### config.mk
export PLATFORM = sky130hd
export DESIGN_NAME = rgmii_tx_framer
export DESIGN_NICKNAME = d
export VERILOG_FILES = /design/src/rtl/eth_pkg.sv /design/src/rtl/byte2rgmii.sv /design/src/rtl/rgmii_tx_framer.sv
export SDC_FILE = /design/constraint.sdc
export NUM_CORES = 1
export LEC_CHECK = 0
export CAP_MARGIN = 20
export CORE_MARGIN = 3
export CORE_UTILIZATION = 38
export DETAILED_ROUTE_END_ITERATION = 6
export SYNTH_ARGS = -nofsm -noshare
export SYNTH_HDL_FRONTEND = slang
export SYNTH_SLANG_ARGS = --single-unit
### constraint.sdc
create_clock -name eth_txc -period 3.5 [get_ports eth_txc]
set_input_delay 0.525 -clock eth_txc [delete_from_list [all_inputs] [get_ports eth_txc]]
set_output_delay 0.525 -clock eth_txc [all_outputs]
set_load 0.05 [all_outputs]
### src/rtl/eth_pkg.sv
// eth_pkg: shared Ethernet framing states, constants and reflected CRC-32 byte update
package eth_pkg;
  typedef enum logic [2:0] {
    S_IDLE,
    S_PREAMBLE,
    S_SFD,
    S_DATA,
    S_PAD,
    S_FCS,
    S_IFG
  } state_t;
  localparam logic [7:0] PREAMBLE_BYTE = 8'h55;
  localparam logic [7:0] SFD_BYTE = 8'hD5;
  localparam logic [31:0] CRC_INIT = 32'hFFFF_FFFF;
  localparam logic [31:0] CRC_POLY = 32'h04C1_1DB7;
  function automatic logic [31:0] crc32_byte(input logic [31:0] crc, input logic [7:0] data);
    logic [31:0] p;
    logic [31:0] c;
    for (int i = 0; i < 32; i++) p[i] = CRC_POLY[31-i];
    c = crc ^ {24'd0, data};
    for (int i = 0; i < 8; i++) c = c[0] ? (c >> 1) ^ p : c >> 1;
    return c;
  endfunction
endpackage

### src/rtl/byte2rgmii.sv
// byte2rgmii: same-edge DDR output registers turning a byte plus TX_EN/TX_ER into RGMII pins
module byte2rgmii (
  input  logic       eth_txc,
  input  logic       rst,
  input  logic [7:0] data,
  input  logic       en,
  input  logic       er,
  output logic [3:0] txd,
  output logic       ctl
);
  logic [3:0] lo, hi;
  logic ctl_r, ctl_f;
  always_ff @(posedge eth_txc) begin
    if (rst) begin
      lo <= 4'd0;
      hi <= 4'd0;
      ctl_r <= 1'b0;
      ctl_f <= 1'b0;
    end else begin
      lo <= data[3:0];
      hi <= data[7:4];
      ctl_r <= en;
      ctl_f <= en ^ er;
    end
  end
  assign txd = eth_txc ? lo : hi;
  assign ctl = eth_txc ? ctl_r : ctl_f;
endmodule

### src/rtl/rgmii_tx_framer.sv
// rgmii_tx_framer: frames a byte stream with preamble, SFD, zero pad, CRC-32 FCS and IFG onto RGMII
module rgmii_tx_framer
  import eth_pkg::*;
#(
  parameter int IFG_BYTES = 12,
  parameter int MIN_FRAME = 60
) (
  input  logic       eth_txc,
  input  logic       rst,
  input  logic [7:0] tx_data,
  input  logic       tx_valid,
  input  logic       tx_last,
  output logic       tx_ready,
  output logic [3:0] eth_txd,
  output logic       eth_tx_ctl,
  output logic       tx_busy,
  output logic       frame_done,
  output logic       underrun
);
  state_t state;
  logic [10:0] len, idx, len_inc;
  logic [31:0] crc;
  logic [7:0] txb, fcs_byte;
  logic tx_en, tx_er;
  always_comb begin
    len_inc = &len ? len : len + 11'd1;
    fcs_byte = ~crc[{idx[1:0], 3'b000} +: 8];
    tx_ready = state == S_DATA;
    tx_busy = state != S_IDLE;
    underrun = tx_ready && !tx_valid;
    frame_done = state == S_IFG && idx == 11'(IFG_BYTES - 1);
  end
  always_ff @(posedge eth_txc) begin
    if (rst) begin
      state <= S_IDLE;
      len <= 11'd0;
      idx <= 11'd0;
      crc <= CRC_INIT;
      txb <= 8'h00;
      tx_en <= 1'b0;
      tx_er <= 1'b0;
    end else begin
      txb <= 8'h00;
      tx_en <= 1'b0;
      tx_er <= 1'b0;
      case (state)
        S_IDLE: if (tx_valid) state <= S_PREAMBLE;
        S_PREAMBLE: begin
          txb <= PREAMBLE_BYTE;
          tx_en <= 1'b1;
          idx <= idx == 11'd6 ? 11'd0 : idx + 11'd1;
          if (idx == 11'd6) state <= S_SFD;
        end
        S_SFD: begin
          txb <= SFD_BYTE;
          tx_en <= 1'b1;
          len <= 11'd0;
          crc <= CRC_INIT;
          state <= S_DATA;
        end
        S_DATA: begin
          tx_en <= 1'b1;
          if (tx_valid) begin
            txb <= tx_data;
            crc <= crc32_byte(crc, tx_data);
            len <= len_inc;
            if (tx_last) state <= len_inc < 11'(MIN_FRAME) ? S_PAD : S_FCS;
          end else begin
            tx_er <= 1'b1;
            state <= S_IFG;
          end
        end
        S_PAD: begin
          tx_en <= 1'b1;
          crc <= crc32_byte(crc, 8'h00);
          len <= len_inc;
          if (len_inc == 11'(MIN_FRAME)) state <= S_FCS;
        end
        S_FCS: begin
          txb <= fcs_byte;
          tx_en <= 1'b1;
          idx <= idx == 11'd3 ? 11'd0 : idx + 11'd1;
          if (idx == 11'd3) state <= S_IFG;
        end
        S_IFG: begin
          idx <= frame_done ? 11'd0 : idx + 11'd1;
          if (frame_done) state <= tx_valid ? S_PREAMBLE : S_IDLE;
        end
        default: state <= S_IDLE;
      endcase
    end
  end
  byte2rgmii u_ddr (
    .eth_txc(eth_txc),
    .rst(rst),
    .data(txb),
    .en(tx_en),
    .er(tx_er),
    .txd(eth_txd),
    .ctl(eth_tx_ctl)
  );
endmodule

# Word level (Yosys, flattened, before mapping)
# Cells that the tools add are included.
dict set report totals {
  register_bits 77
  out_inout_bits 9
  input_bits 12
  wordCells 105
}
dict set report op_classes {
  shifts 1
  n_addsub 2
  magnitude_cmp 1
  bitwise_logic 20
  eq_ne 17
  n_reduce_logical 12
  mux 41
}
# cell n
set op_table {}
lappend op_table {{$mux W32} 17}
lappend op_table {{$not A13 Y14} 16}
lappend op_table {{$pmux W32 S3} 1}
lappend op_table {{$pmux W11 S3} 2}
lappend op_table {{$mux W11} 5}
lappend op_table {{$pmux W8 S4} 1}
lappend op_table {{$shiftx A32 B6 Y8} 1}
lappend op_table {{$xor A32 B8 Y32} 1}
lappend op_table {{$add A11 B1 Y11 const B} 2}
lappend op_table {{$mux W3} 7}
lappend op_table {{$pmux W3 S7} 1}
lappend op_table {{$ne A2 B2 Y1 const B} 6}
lappend op_table {{$eq A11 B2 Y1 const B} 1}
lappend op_table {{$eq A11 B3 Y1 const B} 1}
lappend op_table {{$eq A11 B4 Y1 const B} 1}
lappend op_table {{$eq A11 B6 Y1 const B} 1}
lappend op_table {{$lt A11 B6 Y1 const B} 1}
lappend op_table {{$reduce_and A11 Y1} 1}
lappend op_table {{$eq A3 B3 Y1 const B} 3}
lappend op_table {{$reduce_bool A3 Y1} 3}
lappend op_table {{$mux W8} 1}
lappend op_table {{$not A8 Y8} 1}
lappend op_table {{$eq A3 B2 Y1 const B} 2}
lappend op_table {{$reduce_and A6 Y1} 1}
lappend op_table {{other kinds (12)} 17}

# Longest topological paths before layout
dict set report logic_depth {
  word_depth 19
  mapped_depth 9
  ltp_nobuf 7
}

# Hierarchy
# Synthesis repeated with hierarchy kept, for this count alone.
dict set report hier_totals {
  hier_cells 585
  area_unflattened_um2 5216.3
}
# module area_each_um2 n_inst seq_area_each_um2 cells_each
set by_module_without_submodules {}
lappend by_module_without_submodules {rgmii_tx_framer 4889.7 1 1341.3 559}
lappend by_module_without_submodules {byte2rgmii 326.6 1 200.2 26}

==> results_dict.tcl <==
set metrics [dict create \
    end_kind "output pin" \
    layout-drive-gt1-share_pct 10.21 \
    setup_tns_ps 0 \
    startpoint_type "clock port" \
    hp-class "register to register" \
    worstSkewPairLatency_ps 460 \
    ir_drop_mv 0.3460 \
    crit_fanout 3 \
    drt_iter0_markers 359 \
    dr.pass1.iters 7 \
    async_reset_ff_share_pct 0 \
    core_sq_mm 0.01330 \
    grt_pass1_wl_mm 23.11 \
    dieArea_sq_mm 0.01511 \
    placedCellCount 762 \
    placed_area_sq_mm 0.005504 \
    ys_seq_elements 77 \
    routed_wl_mm 14.55 \
    hpwl_mm 9.940 \
    outcome "finished clean" \
    synth.area.top_cells "dfxtp_1, xnor2_1, nor2_1" \
    rsz0062_at_grt "false" \
    tightest_slew_ps 644.8 \
    die_y_microns 122.9 \
    max-slew-margin-rel_pct 56.96 \
    fillers 1291 \
    rr_worst_depth 7 \
    register_area_sq_mm 0.001541 \
    antenna_found_initial 0 \
    insertedDiodeCount 0 \
    p_per_area_mw_per_mm2 798.6 \
    cp.arrival_ps 2760 \
    grt_pass1_vias 4294 \
    std_cell_rows 42 \
    layout_common_cells "nor2_1, xnor2_1, dfxtp_1" \
    io_buffers 20 \
    hold_path.startpoint "txb[7]" \
    synth.cell_area_sq_mm 0.005194 \
    synth_top_area_share_pct 29.68 \
    vias 4467 \
    rrSetupSlack_ps 830 \
    timing.rr.start "len[0]" \
    fin_nets 616 \
    area_delta_synth_final_pct 13.54 \
    synthFlopType "dfxtp_1" \
    pin_count 21 \
    viasPerCell 5.705 \
    die_w_microns 122.9 \
    clkTransAtPathRegs_ps 60 \
    cts_tree "built" \
    leakage_nw 2.117 \
    grt_max_degree 35 \
    max-cap-violations 0 \
    synth-edff-count 0 \
    track_usage_pct 20.27 \
    drc_errors 0 \
    route.detailed.wl_per_inst_microns 18.58 \
    post-cts-setup-buffer-count 0 \
    reg2reg_to "state[0]" \
    syn_area_per_cell_sq_um 8.627 \
    cp.required_ps 2970 \
    slew_violations 0 \
    yosysUniqueCellTypes 62 \
    synth_seq_area_share_pct 29.68 \
    grt-ovfl-total 0 \
    setup_viol 0 \
    antenna_left 0 \
    design_area_sq_mm 0.005897 \
    start_util_pct 39.06 \
    yosysTopAreaCell "dfxtp_1" \
    finalWeightedCongestion 0.9055 \
    min_delay_path_depth 1 \
    synth_cells 602 \
    min_to "u_ddr.hi[3]" \
    setup_slack_ps 218.9 \
    final_common_cell "nor2_1" \
    clock_skew_ps 12.50 \
    yosys_warnings 0 \
    cts_resized 5 \
    hold_viol_final 0 \
    critPathKind "clock port to output pin" \
    ctsHoldBuffers 0 \
    syn_nets 617 \
    multi_input_area_sq_mm 0.003400 \
    dp_slack_ps 249.3 \
    layout.cells.non_filler 783 \
]
==> metal layers <==
metal | vias up | GRT usage (%) | share of wire, %
met2 | 166 | 29.89 | 45
met3 | 33 | 6.359 | 7.3
met1 | 2133 | 27.41 | 45
li1 | 2135 | - | -
met5 | - | 0 | 0
met4 | 0 | 8.467 | 2.4
==> flip-flops by register name (all words and copies together) (netlist names) <==
name,cells
crc,32
idx,11
len,11
state,3
tx_en,1
tx_er,1
txb,8
u_ddr.ctl_f,1
u_ddr.ctl_r,1
u_ddr.hi,4
u_ddr.lo,4
==> critical path: stages <==
cell and delay [ps]:
clkbuf_16 130, clkbuf_16 140, mux2_2 220, dlygate4sd2_1 520
==> power by group <==
part | switching (mW) | internal (mW) | total, mW
Combinational | 1.27 | 1.01 | 2.29
Sequential | 0.170 | 1.01 | 1.18
Clock | 0.485 | 0.755 | 1.24
==> layout make-up <==
| type | count | share of cell area, % |
|---|---|---|
| Multi-Input combinational cell | 466 | 57.65 |
| Sequential cell | 77 | 26.14 |
| Clock buffer | 20 | 6.726 |
| Timing Repair Buffer | 32 | 4.583 |
| Tap cell | 176 | 3.734 |
| Clock inverter | 6 | 0.7851 |
| Inverter | 6 | 0.3819 |
==> worst max path at each step <==
| stage | startpoint | to | slack, ps | depth (start not counted) |
|---|---|---|---|---|
| after floorplan | idx[8] | frame_done | 520 | 3 |
| after global placement | eth_txc | eth_txd[1] | 250 | 2 |
| after detailed placement | eth_txc | eth_txd[1] | 250 | 2 |
| after CTS | eth_txc | eth_txd[0] | 200 | 4 |
| after global routing | eth_txc | eth_txd[1] | 190 | 4 |
| final | eth_txc | eth_txd[0] | 220 | 4 |
==> cell families after synthesis <==
| family | Yosys count | synth area share [%] |
|---|---|---|
| AND/OR/NAND/NOR | 181 | 16.17 |
| adder cells (fa/ha/maj) | 3 | 0.7228 |
| buffers and inverters | 59 | 4.962 |
| XOR/XNOR | 124 | 23.99 |
| flip-flops | 77 | 29.68 |
| AO/OA/AOI/OAI | 143 | 19.54 |
| multiplexers | 15 | 4.938 |
==> cell usage after synthesis, drive strengths merged, types with 2 or more instances <==
| library cell | number |
|---|---|
| xnor2 | 85 |
| nor2 | 80 |
| dfxtp | 77 |
| nand2 | 41 |
| clkbuf | 38 |
| xor2 | 34 |
| o21ai | 25 |
| a21oi | 21 |
| a211oi | 16 |
| buf | 15 |
| a221oi | 14 |
| nor2b | 12 |
| a211o | 10 |
| nand4 | 10 |
| nor3 | 9 |
| o21bai | 9 |
| a31oi | 8 |
| mux4 | 8 |
| a311oi | 7 |
| inv | 6 |
| nand2b | 6 |
| o21a | 6 |
| o221ai | 6 |
| mux2 | 5 |
| a221o | 4 |
| and3 | 4 |
| xnor3 | 4 |
| a21o | 3 |
| and4 | 3 |
| ha | 3 |
| nand3 | 3 |
| and4b | 2 |
| mux2i | 2 |
| o2111ai | 2 |
| o211ai | 2 |
| o22ai | 2 |
| or2 | 2 |
| or3 | 2 |
==> metrics by stage <==
stage	total power, mW	utilization, %	hold slack (ps)
after global placement	3.517	41.40	420.8
final	4.709	44.35	433.7
after global routing	5.001	44.35	453.1
after floorplan	3.014	-	413.8
after CTS	4.735	44.35	436.8
after detailed placement	3.536	41.40	422.7
Note: power is estimated with default switching activity, not from simulation.
